## src/rtl/flash_reader_pkg.sv

```systemverilog
// Shared types and constants for the SPI-mode-0 flash read initiator.
// FLASH_READER_FAST_READ_EN selects the 0x0B fast-read command with 8 dummy clocks.
package flash_reader_pkg;

    localparam logic [7:0] CmdRead     = 8'h03;
    localparam logic [7:0] CmdFastRead = 8'h0B;
    localparam int         AddressBits = 24;
    localparam int         DummyCycles = 8;
    localparam int         BitCntWidth = 5;

`ifdef FLASH_READER_FAST_READ_EN
    localparam logic [7:0] ReadCommand = CmdFastRead;
`else
    localparam logic [7:0] ReadCommand = CmdRead;
`endif

    typedef enum logic [2:0] {
        ST_IDLE,
        ST_COMMAND,
        ST_ADDRESS,
`ifdef FLASH_READER_FAST_READ_EN
        ST_DUMMY,
`endif
        ST_DATA,
        ST_DRAIN,
        ST_DONE
    } state_e;

endpackage

```

## src/rtl/flash_reader_shifter.sv

```systemverilog
// SCK phase generator plus MOSI/MISO shift registers; two clk per SCK bit.
// MOSI changes with the falling SCK edge, MISO is sampled as SCK drops.
module flash_reader_shifter
    import flash_reader_pkg::*;
(
    input  logic                   clk,
    input  logic                   rst_n,
    input  logic                   load,
    input  logic [7:0]             load_byte,
    input  logic                   advance,
    input  logic                   stall,
    input  logic [7:0]             next_byte,
    input  logic                   miso,
    output logic                   sck,
    output logic                   mosi,
    output logic [7:0]             rx_byte,
    output logic [BitCntWidth-1:0] bit_cnt,
    output logic                   bit_done,
    output logic                   byte_done
);

    logic                   phase_q, phase_d;
    logic                   sck_q, sck_d;
    logic [7:0]             mosi_sr_q, mosi_sr_d;
    logic [7:0]             rx_sr_q, rx_sr_d;
    logic [BitCntWidth-1:0] bit_cnt_q, bit_cnt_d;
    logic                   hold;
    logic                   step;

    // Back-pressure only bites at the start of a byte, before SCK rises.
    assign hold      = stall && !phase_q && (bit_cnt_q[2:0] == 3'd0);
    assign step      = advance && !hold;
    assign bit_done  = step && phase_q;
    assign byte_done = bit_done && (bit_cnt_q[2:0] == 3'd7);
    assign rx_byte   = {rx_sr_q[6:0], miso};

    // NOTE: every always_comb target gets its default first so no path can infer a latch.
    always_comb begin
        phase_d   = phase_q;
        sck_d     = sck_q;
        mosi_sr_d = mosi_sr_q;
        rx_sr_d   = rx_sr_q;
        bit_cnt_d = bit_cnt_q;
        if (load) begin
            phase_d   = 1'b0;
            sck_d     = 1'b0;
            mosi_sr_d = load_byte;
            bit_cnt_d = '0;
        end else if (!advance) begin
            phase_d = 1'b0;
            sck_d   = 1'b0;
        end else if (step) begin
            if (!phase_q) begin
                phase_d = 1'b1;
                sck_d   = 1'b1;
            end else begin
                phase_d   = 1'b0;
                sck_d     = 1'b0;
                rx_sr_d   = rx_byte;
                bit_cnt_d = bit_cnt_q + 1'b1;
                mosi_sr_d = byte_done ? next_byte : {mosi_sr_q[6:0], 1'b0};
            end
        end
    end

    // NOTE: sequential state uses non-blocking assignments so all flops update together.
    always_ff @(posedge clk or negedge rst_n) begin
        if (!rst_n) begin
            phase_q   <= 1'b0;
            sck_q     <= 1'b0;
            mosi_sr_q <= '0;
            rx_sr_q   <= '0;
            bit_cnt_q <= '0;
        end else begin
            phase_q   <= phase_d;
            sck_q     <= sck_d;
            mosi_sr_q <= mosi_sr_d;
            rx_sr_q   <= rx_sr_d;
            bit_cnt_q <= bit_cnt_d;
        end
    end

    assign sck     = sck_q;
    assign mosi    = mosi_sr_q[7];
    assign bit_cnt = bit_cnt_q;

endmodule

```

## src/rtl/flash_reader.sv

```systemverilog
// Serial flash read initiator: command + 24-bit address, then bytes to a valid/ready sink.
// Define FLASH_READER_FAST_READ_EN for the 0x0B command with a Dummy phase.
module flash_reader
    import flash_reader_pkg::*;
#(
    parameter int CountBitWidth = 16
) (
    input  logic                     clk,
    input  logic                     rst_n,
    input  logic                     start,
    input  logic [AddressBits-1:0]   start_address,
    input  logic [CountBitWidth-1:0] byte_count,
    output logic                     busy,
    output logic                     done,
    output logic [7:0]               data_out,
    output logic                     data_valid,
    input  logic                     data_ready,
    output logic                     flash_clk,
    output logic                     flash_cs,
    output logic                     flash_mosi,
    input  logic                     flash_miso
);

    state_e                   state_q, state_d;
    logic                     busy_q, busy_d;
    logic                     done_q, done_d;
    logic                     cs_q, cs_d;
    logic [7:0]               data_out_q, data_out_d;
    logic                     data_valid_q, data_valid_d;
    logic [CountBitWidth-1:0] remaining_q, remaining_d;
    logic [AddressBits-1:0]   addr_q, addr_d;

    logic                   load;
    logic                   advance;
    logic                   stall;
    logic                   consume;
    logic [7:0]             next_byte;
    logic [7:0]             rx_byte;
    logic [BitCntWidth-1:0] bit_cnt;
    logic                   bit_done;
    logic                   byte_done;

    assign load    = (state_q == ST_IDLE) && start && (byte_count != '0);
    assign consume = data_valid_q && data_ready;
    assign stall   = (state_q == ST_DATA) && data_valid_q && !data_ready;

    always_comb begin
        advance   = 1'b0;
        next_byte = 8'h00;
        case (state_q)
            ST_COMMAND: begin
                advance   = 1'b1;
                next_byte = addr_q[23:16];
            end
            ST_ADDRESS: begin
                advance = 1'b1;
                // The bit counter's upper bits say which address byte just finished.
                case (bit_cnt[4:3])
                    2'd1:    next_byte = addr_q[15:8];
                    2'd2:    next_byte = addr_q[7:0];
                    default: next_byte = 8'h00;
                endcase
            end
`ifdef FLASH_READER_FAST_READ_EN
            ST_DUMMY:   advance = 1'b1;
`endif
            ST_DATA:    advance = 1'b1;
            default:    advance = 1'b0;
        endcase
    end

    always_comb begin
        state_d      = state_q;
        busy_d       = busy_q;
        done_d       = 1'b0;
        cs_d         = cs_q;
        data_out_d   = data_out_q;
        data_valid_d = data_valid_q && !consume;
        remaining_d  = remaining_q;
        addr_d       = addr_q;
        case (state_q)
            ST_IDLE: begin
                if (start) begin
                    busy_d = 1'b1;
                    if (byte_count == '0) begin
                        state_d = ST_DONE;
                    end else begin
                        addr_d      = start_address;
                        remaining_d = byte_count;
                        cs_d        = 1'b0;
                        state_d     = ST_COMMAND;
                    end
                end
            end
            ST_COMMAND: begin
                if (bit_done && bit_cnt == 5'd7) state_d = ST_ADDRESS;
            end
            ST_ADDRESS: begin
                if (bit_done && bit_cnt == 5'd31) begin
`ifdef FLASH_READER_FAST_READ_EN
                    state_d = ST_DUMMY;
`else
                    state_d = ST_DATA;
`endif
                end
            end
`ifdef FLASH_READER_FAST_READ_EN
            ST_DUMMY: begin
                if (bit_done && bit_cnt == 5'(DummyCycles - 1)) state_d = ST_DATA;
            end
`endif
            ST_DATA: begin
                if (byte_done) begin
                    data_out_d   = rx_byte;
                    data_valid_d = 1'b1;
                    remaining_d  = remaining_q - 1'b1;
                    if (remaining_q == CountBitWidth'(1)) state_d = ST_DRAIN;
                end
            end
            ST_DRAIN: begin
                cs_d = 1'b1;
                if (!data_valid_q || consume) state_d = ST_DONE;
            end
            ST_DONE: begin
                done_d  = 1'b1;
                busy_d  = 1'b0;
                state_d = ST_IDLE;
            end
            default: state_d = ST_IDLE;
        endcase
    end

    always_ff @(posedge clk or negedge rst_n) begin
        if (!rst_n) begin
            state_q      <= ST_IDLE;
            busy_q       <= 1'b0;
            done_q       <= 1'b0;
            cs_q         <= 1'b1;
            data_out_q   <= '0;
            data_valid_q <= 1'b0;
            remaining_q  <= '0;
            addr_q       <= '0;
        end else begin
            state_q      <= state_d;
            busy_q       <= busy_d;
            done_q       <= done_d;
            cs_q         <= cs_d;
            data_out_q   <= data_out_d;
            data_valid_q <= data_valid_d;
            remaining_q  <= remaining_d;
            addr_q       <= addr_d;
        end
    end

    flash_reader_shifter u_shifter (
        .clk       (clk),
        .rst_n     (rst_n),
        .load      (load),
        .load_byte (ReadCommand),
        .advance   (advance),
        .stall     (stall),
        .next_byte (next_byte),
        .miso      (flash_miso),
        .sck       (flash_clk),
        .mosi      (flash_mosi),
        .rx_byte   (rx_byte),
        .bit_cnt   (bit_cnt),
        .bit_done  (bit_done),
        .byte_done (byte_done)
    );

    assign busy       = busy_q;
    assign done       = done_q;
    assign flash_cs   = cs_q;
    assign data_out   = data_out_q;
    assign data_valid = data_valid_q;

endmodule

```

## config.mk

```make
export PLATFORM = sky130hd
export DESIGN_NAME = flash_reader
export DESIGN_NICKNAME = d
export VERILOG_FILES = /design/src/rtl/flash_reader_pkg.sv /design/src/rtl/flash_reader_shifter.sv /design/src/rtl/flash_reader.sv
export SDC_FILE = /design/constraint.sdc
export NUM_CORES = 1
export LEC_CHECK = 0
export ABC_AREA = 1
export CAP_MARGIN = 25
export CORE_AREA = 2 2 99 101
export DETAILED_ROUTE_END_ITERATION = 6
export DIE_AREA = 0 0 101 103
export PLACE_DENSITY = 0.74
export SLEW_MARGIN = 20
export SYNTH_ARGS = -nofsm -noshare
export SYNTH_HDL_FRONTEND = slang
export SYNTH_SLANG_ARGS = --single-unit
```

## constraint.sdc

```tcl
create_clock -name clk -period 1.7 [get_ports clk]
set_input_delay 0.425 -clock clk [delete_from_list [all_inputs] [get_ports clk]]
set_output_delay 0.425 -clock clk [all_outputs]
set_load 0.02 [all_outputs]
```

==> impl_metrics.env, run 1 <==
export IMPL_outcome="complete, but fails checks"
export IMPL_violations="negative hold slack, negative setup slack"
export IMPL_die_area_sq_um=10400
export IMPL_synth_area_leader_cell="dfrtp_1"
export IMPL_syn2layout_area_growth_pct=33.4
export IMPL_avgSynthCellArea_sq_um=7.43
export IMPL_critical_path_peak_fanout=5
export IMPL_muxShareOfSynthArea_pct=0
export IMPL_synthXorXnorAreaFrac_pct=0.214
export IMPL_fp_row_count=36
export IMPL_relSlewSlack_pct=71.7
export IMPL_skew_ns=0.00999
export IMPL_ys_seq_elements=76
export IMPL_p_per_area_nw_per_um2=1630
export IMPL_synthTopCellsByCount="207 x nand2_1, 75 x dfrtp_1, 55 x inv_1, 55 x nor2_1, 44 x o21ai_0"
export IMPL_fillers=877
export IMPL_grt_pass1_wl_mm=16.2
export IMPL_cts_buffers=9
export IMPL_postLayoutCellArea_sq_um=5470
export IMPL_p_leak_nw=2.69
export IMPL_routabilityCongestion=0.863
export IMPL_fp_dieH_microns=103
export IMPL_dpl_worst_slack_ns=-0.411
export IMPL_yosysSeqAreaShare_pct=46.4
export IMPL_antenna_cells=0
export IMPL_cts_sinks=76
export IMPL_clk_pin_slew_ns=0.08
export IMPL_cts_tree="yes"
export IMPL_cap_violations=0
export IMPL_hold_slack_ns=-0.00300
export IMPL_timing_rr_start="u_shifter.bit_cnt[0]$_DFFE_PN0P_"
export IMPL_vdd_drop_max_mv=0.636
export IMPL_htreeDepth=3
export IMPL_ys_types=37
export IMPL_synth_edf_count=0
export IMPL_ys_flop_type="dfrtp_1"
export IMPL_synth_simple_area_share_pct=33.3
export IMPL_drt_wl_total_mm=9.73
export IMPL_dr_pass1_iters=4
export IMPL_hold_path_class="input port to asynchronous set/reset pin"
export IMPL_synth_top_family_by_area="simple AND/OR/NAND/NOR gates"
export IMPL_synth_top_cell_area_share_pct=45.8
export IMPL_synthesis_nets=605
export IMPL_synth_most_common_cell="nand2_1"
export IMPL_timing_rr_end="remaining_q[7]$_DFFE_PN0P_"
export IMPL_finalSetupViolCount=1
export IMPL_cp_end_kind="register"
export IMPL_initialDrtViolationCount=251
export IMPL_antenna_found_initial=0
export IMPL_clk_latency_ns=0.35
export IMPL_root_buffer="clkbuf_8"
export IMPL_crit_type="register to register"
export IMPL_post_route_drc_count=0
export IMPL_grt_start_max_net_pins=35
export IMPL_fin_crit_ns=1.70
export IMPL_yosysWarningCount=0
export IMPL_crit_path_start_kind="register"
export IMPL_initial_core_util_pct=43.4
export IMPL_synth_compound_area_share_pct=9.40
export IMPL_ioPinCount=59
export IMPL_fp_coreArea_sq_um=9460
export IMPL_dp_hpwl_mm=6.88
export IMPL_cts_max_path_buffers=2
export IMPL_drive_gt1_share_pct=18.7
export IMPL_grt_usage_pct=19.5
export IMPL_synth_cells=552
export IMPL_r2r_slack_ns=-0.001
export IMPL_synthTopCellsByArea="dfrtp_1 46%, nand2_1 19%, o21ai_0 5.4%"
export IMPL_syn_cell_area_sq_um=4100
export IMPL_rsz0062_at_grt="true"
export IMPL_grt_pass1_vias=3690
export IMPL_grt_overflow_total=0
export IMPL_placed_cell_area_sq_um=4990
export IMPL_tightest_slew_ns=0.424
export IMPL_num_vias=3800
export IMPL_setup_slack_ns=-0.00133
export IMPL_r2r_cells=10
export IMPL_finalHoldViolCount=1
export IMPL_drtAntennaViolNets=0
export IMPL_io_buffers=58
export IMPL_fin_nets=706
export IMPL_die_x_microns=101
export IMPL_cp_required_ns=1.93
export IMPL_finalMaxSlewViolations=0
export IMPL_cts_hold_buffers=0
export IMPL_async_flop_share_pct=100
export IMPL_viasPerCell=4.93
export IMPL_period_share_pct=100
export IMPL_fmax_mhz=588
export IMPL_arrival_ns=1.93
export IMPL_wl_per_cell_microns=12.6
export IMPL_synthAdderAreaFrac_pct=2.44
==> sequential cells by signal (all words and copies together), names as in the netlist <==
| signal | cells |
|---|---|
| addr_q | 24 |
| remaining_q | 16 |
| data_out | 8 |
| u_shifter.mosi_sr_q | 8 |
| u_shifter.rx_sr_q | 7 |
| u_shifter.bit_cnt | 5 |
| state_q | 3 |
| busy | 1 |
| data_valid | 1 |
| done | 1 |
| flash_cs | 1 |
| u_shifter.phase_q | 1 |
==> how the worst max path moves through the flow <==
stage	start	endpoint	slack [ns]	cells after the start
2_1_floorplan	u_shifter.bit_cnt[0]$_DFFE_PN0P_	remaining_q[11]$_DFFE_PN0P_	0.02	10
3_3_place_gp	byte_count[15]	addr_q[3]$_DFFE_PN0P_	-0.34	10
3_5_place_dp	byte_count[15]	addr_q[3]$_DFFE_PN0P_	-0.41	9
4_1_cts	u_shifter.bit_cnt[1]$_DFFE_PN0P_	state_q[1]$_DFFE_PN0P_	0.01	11
5_1_grt	u_shifter.bit_cnt[0]$_DFFE_PN0P_	state_q[0]$_DFFE_PN0P_	-0.11	12
6_report	u_shifter.bit_cnt[0]$_DFFE_PN0P_	remaining_q[7]$_DFFE_PN0P_	-0.001	10
==> final cells by class <==
cell class	instances	area (sq um)	share of cell area [%]
timing repair buffer	103	938	17.2
multi-input combinational	402	2040	37.4
inverter	61	249	4.55
clock buffer	11	141	2.58
clock inverter	4	50.0	0.915
sequential	76	1910	34.8
tap	114	143	2.61
==> layer usage <==
layer	vias up	part of all wire (%)	GRT usage [%]
met3	13	5.0	4.27
met2	108	51	35.0
met4	0	1.7	5.82
li1	1941	-	-
met5	-	0	0
met1	1738	43	23.7
==> per-stage QoR <==
step	power, W	TNS (ns)	cells	utilization [%]
after floorplan	0.00569	0	552	-
after global placement	0.00669	-14.45	745	52.8
after detailed placement	0.00685	-15.83	745	52.8
after CTS	0.00838	0	765	55.4
after global routing	0.00971	-0.700	771	57.8
final	0.00892	-0.00133	771	57.8
==> critical path: stages (launching register included) <==
cell and delay, ns:
dfrtp_1 0.40, ha_4 0.18, ha_4 0.15, clkinv_4 0.05
o21ai_2 0.12, nand2_2 0.10, nor2_4 0.13, nand2_4 0.12
buf_6 0.14, o21bai_1 0.13, nand2_1 0.07
==> power breakdown <==
part	internal [W]	total (W)	switching [W]
clock	0.000708	0.00136	0.000655
sequential	0.00254	0.00306	0.000521
combinational	0.00183	0.00450	0.00267
total	0.00508	0.00892	0.00385
==> cells by family (layout without fill, tap and decap cells) <==
logic type      after synthesis  after routing
simple gates                322            323
fa+ha+maj                     8              8
buf+inv                      75            179
xor+xnor                      1              1
flops                        76             76
compound gates               70             70
==> what timing repair did <==
action | CTS | global route
cloned | 1 | 0
endpoints found under the setup margin | 48 | 56
pin swaps | 7 | 19
gates resized for setup | 25 | 57
buffers inserted | 4 | 6
==> cells in the final DEF (no fill, tap or decap), types with 3 or more instances in the layout <==
cell type	n
nand3_1	36
inv_1	55
nor2_4	8
buf_6	6
dfrtp_1	73
nor3_1	4
nor2_2	5
clkdlybuf4s50_1	43
nand2_4	8
o22ai_1	3
nor2_1	45
nand2_1	189
dlygate4sd2_1	14
nand4_1	3
nand3_2	3
o21ai_1	5
o21ai_2	5
clkbuf_8	10
nand2_2	17
o21ai_0	40
ha_1	5
buf_4	37
a21oi_1	11
Note: power is estimated with default switching activity, not from simulation.
==> run 2, diff against run 1 <==
- HOLD_SLACK_MARGIN: default -> 0.12
==> run 2 against run 1 <==
Effect of this change: the flow finishes with violations (negative setup slack); clock power hardly changed; final cell count is 0.13% higher; combinational power hardly changed; hold slack better by 0.49 ns; global-route usage stayed put; total power hardly changed; utilization is 0.11 points higher; die area stayed put; first-iteration DRC count is 5.6% lower; critical endpoint unchanged; largest power group unchanged.
==> impl_metrics.env, run 2 (synthesis gave the netlist of run 1 again) <==
export IMPL_outcome="complete, but fails checks"
export IMPL_violations="negative setup slack"
export IMPL_vdd_drop_max_mv=0.635
export IMPL_die_x_microns=101
export IMPL_internal_power_w=0.00508
export IMPL_reg_largest_list="addr_q (24), remaining_q (16)"
export IMPL_clk_latency_ns=0.35
export IMPL_period_share_pct=100
export IMPL_antenna_cells=0
export IMPL_fin_nets=707
export IMPL_final_cell_mix="189 x nand2_1, 73 x dfrtp_1, 55 x inv_1"
export IMPL_largest_reg_flops=24
export IMPL_die_area_sq_um=10400
export IMPL_clk_pin_slew_ns=0.08
export IMPL_power_switching_w=0.00384
export IMPL_relSlewSlack_pct=71.8
export IMPL_io_buffers=58
export IMPL_fmax_mhz=588
export IMPL_ioPinCount=59
export IMPL_power_w=0.00892
export IMPL_min_from="addr_q[10]$_DFFE_PN0P_"
export IMPL_cts_max_path_buffers=2
export IMPL_drtAntennaViolNets=0
export IMPL_initial_core_util_pct=43.4
export IMPL_root_buffer="clkbuf_8"
export IMPL_hold_path_class="register to register"
export IMPL_hold_depth=2
export IMPL_grt_pass1_wl_mm=16.2
export IMPL_p_per_area_nw_per_um2=1630
export IMPL_cp_end_kind="register"
export IMPL_tightest_slew_ns=0.423
export IMPL_crit_type="register to register"
export IMPL_power_frac_clock_pct=15.3
export IMPL_min_to="addr_q[10]$_DFFE_PN0P_"
export IMPL_crit_path_start_kind="register"
export IMPL_finalSetupViolCount=1
export IMPL_viasPerCell=4.95
export IMPL_fp_dieH_microns=103
export IMPL_htreeDepth=3
export IMPL_grt_overflow_total=0
export IMPL_layout_commonest_cell="nand2_1"
export IMPL_grt_start_max_net_pins=35
export IMPL_initialDrtViolationCount=237
export IMPL_finalMaxSlewViolations=0
export IMPL_cts_tree="yes"
export IMPL_routabilityCongestion=0.863
export IMPL_share_comb_of_total_power_pct=50.4
export IMPL_grt_pass1_vias=3690
export IMPL_num_vias=3819
export IMPL_finalHoldViolCount=0
export IMPL_rsz0062_at_grt="true"
export IMPL_dp_hpwl_mm=6.88
export IMPL_fp_coreArea_sq_um=9460
export IMPL_drive_gt1_share_pct=18.7
export IMPL_wl_per_cell_microns=12.6
export IMPL_cp_required_ns=1.93
export IMPL_timing_rr_end="remaining_q[7]$_DFFE_PN0P_"
export IMPL_r2r_slack_ns=-0.0004
export IMPL_dr_pass1_iters=4
export IMPL_arrival_ns=1.93
export IMPL_skew_ns=0.0102
export IMPL_post_route_drc_count=0
export IMPL_timing_rr_start="u_shifter.bit_cnt[0]$_DFFE_PN0P_"
export IMPL_top_register="addr_q"
export IMPL_switching_share_pct=43.1
export IMPL_p_leak_nw=2.70
export IMPL_grt_usage_pct=19.5
export IMPL_syn2layout_area_growth_pct=33.6
export IMPL_cts_sinks=76
export IMPL_fin_crit_ns=1.70
export IMPL_power_frac_seq_pct=34.3
export IMPL_antenna_found_initial=0
export IMPL_final_core_util_pct=57.9
export IMPL_critical_path_peak_fanout=5
export IMPL_cap_violations=0
export IMPL_setup_slack_ns=-0.000355
export IMPL_drt_wl_total_mm=9.75
export IMPL_r2r_cells=10
export IMPL_fp_row_count=36
export IMPL_cts_buffers=9
-- run 2: timing repair --
item                                    CTS  global route
buffers inserted                          4             6
hold buffers                              1             0
gates cloned                              1             0
endpoints found under the setup margin   48            56
gates resized for setup                  25            57
pin swaps                                 7            19
hold endpoints to repair                 29             0
-- run 2: critical path, stage by stage, from the launching register on --
cell      delay, ns
dfrtp_1        0.40
ha_4           0.17
ha_4           0.15
clkinv_4       0.05
o21ai_2        0.12
nand2_2        0.09
nor2_4         0.13
nand2_4        0.12
buf_6          0.14
o21bai_1       0.13
nand2_1        0.07
-- run 2: layout make-up --
type,instances,area (sq um)
fillers,879,3980
multi-input cells,402,2040
flip-flops and latches,76,1910
repair buffers,104,948
inverters,61,249
well taps,114,143
clock buffers,11,141
clock inverters,4,50.0
-- run 2: worst max path at each step --
stage	from	endpoint	slack (ns)	depth (start not counted)
2_1_floorplan	u_shifter.bit_cnt[0]$_DFFE_PN0P_	remaining_q[11]$_DFFE_PN0P_	0.02	10
3_3_place_gp	byte_count[15]	addr_q[3]$_DFFE_PN0P_	-0.34	10
6_report	u_shifter.bit_cnt[0]$_DFFE_PN0P_	remaining_q[7]$_DFFE_PN0P_	-0.0004	10
5_1_grt	u_shifter.bit_cnt[0]$_DFFE_PN0P_	state_q[0]$_DFFE_PN0P_	-0.11	12
4_1_cts	u_shifter.bit_cnt[1]$_DFFE_PN0P_	state_q[1]$_DFFE_PN0P_	0.01	11
3_5_place_dp	byte_count[15]	addr_q[3]$_DFFE_PN0P_	-0.41	9
-- run 2: through the flow --
| stage | setup TNS [ns] | cells | cell area [sq um] | hold slack (ns) | setup WS (ns) |
|---|---|---|---|---|---|
| after floorplan | 0 | 552 | 4100 | 0.129 | 0.0155 |
| after global placement | -14.45 | 745 | 4990 | 0.400 | -0.341 |
| after detailed placement | -15.83 | 745 | 4990 | 0.397 | -0.411 |
| after CTS | 0 | 766 | 5250 | 0.489 | 0.00971 |
| after global routing | -0.700 | 772 | 5480 | 0.518 | -0.113 |
| final | -0.000355 | 772 | 5480 | 0.488 | -0.000355 |
-- run 2: routing by layer --
layer  GRT usage [%]  vias up  part of all wire (%)
met2            35.0      103                    51
met4            5.82        0                   1.9
met1            23.7     1758                    42
li1                -     1941                     -
met3            4.27       17                   5.0
met5               0        -                     0
-- run 2: power groups by stage --
stage	Combinational [W]	Sequential [W]	Clock (W)
after floorplan	0.00272	0.00297	0
after global placement	0.00369	0.00300	0
after detailed placement	0.00382	0.00303	0
after CTS	0.00398	0.00301	0.00140
after global routing	0.00508	0.00316	0.00148
final	0.00450	0.00306	0.00136
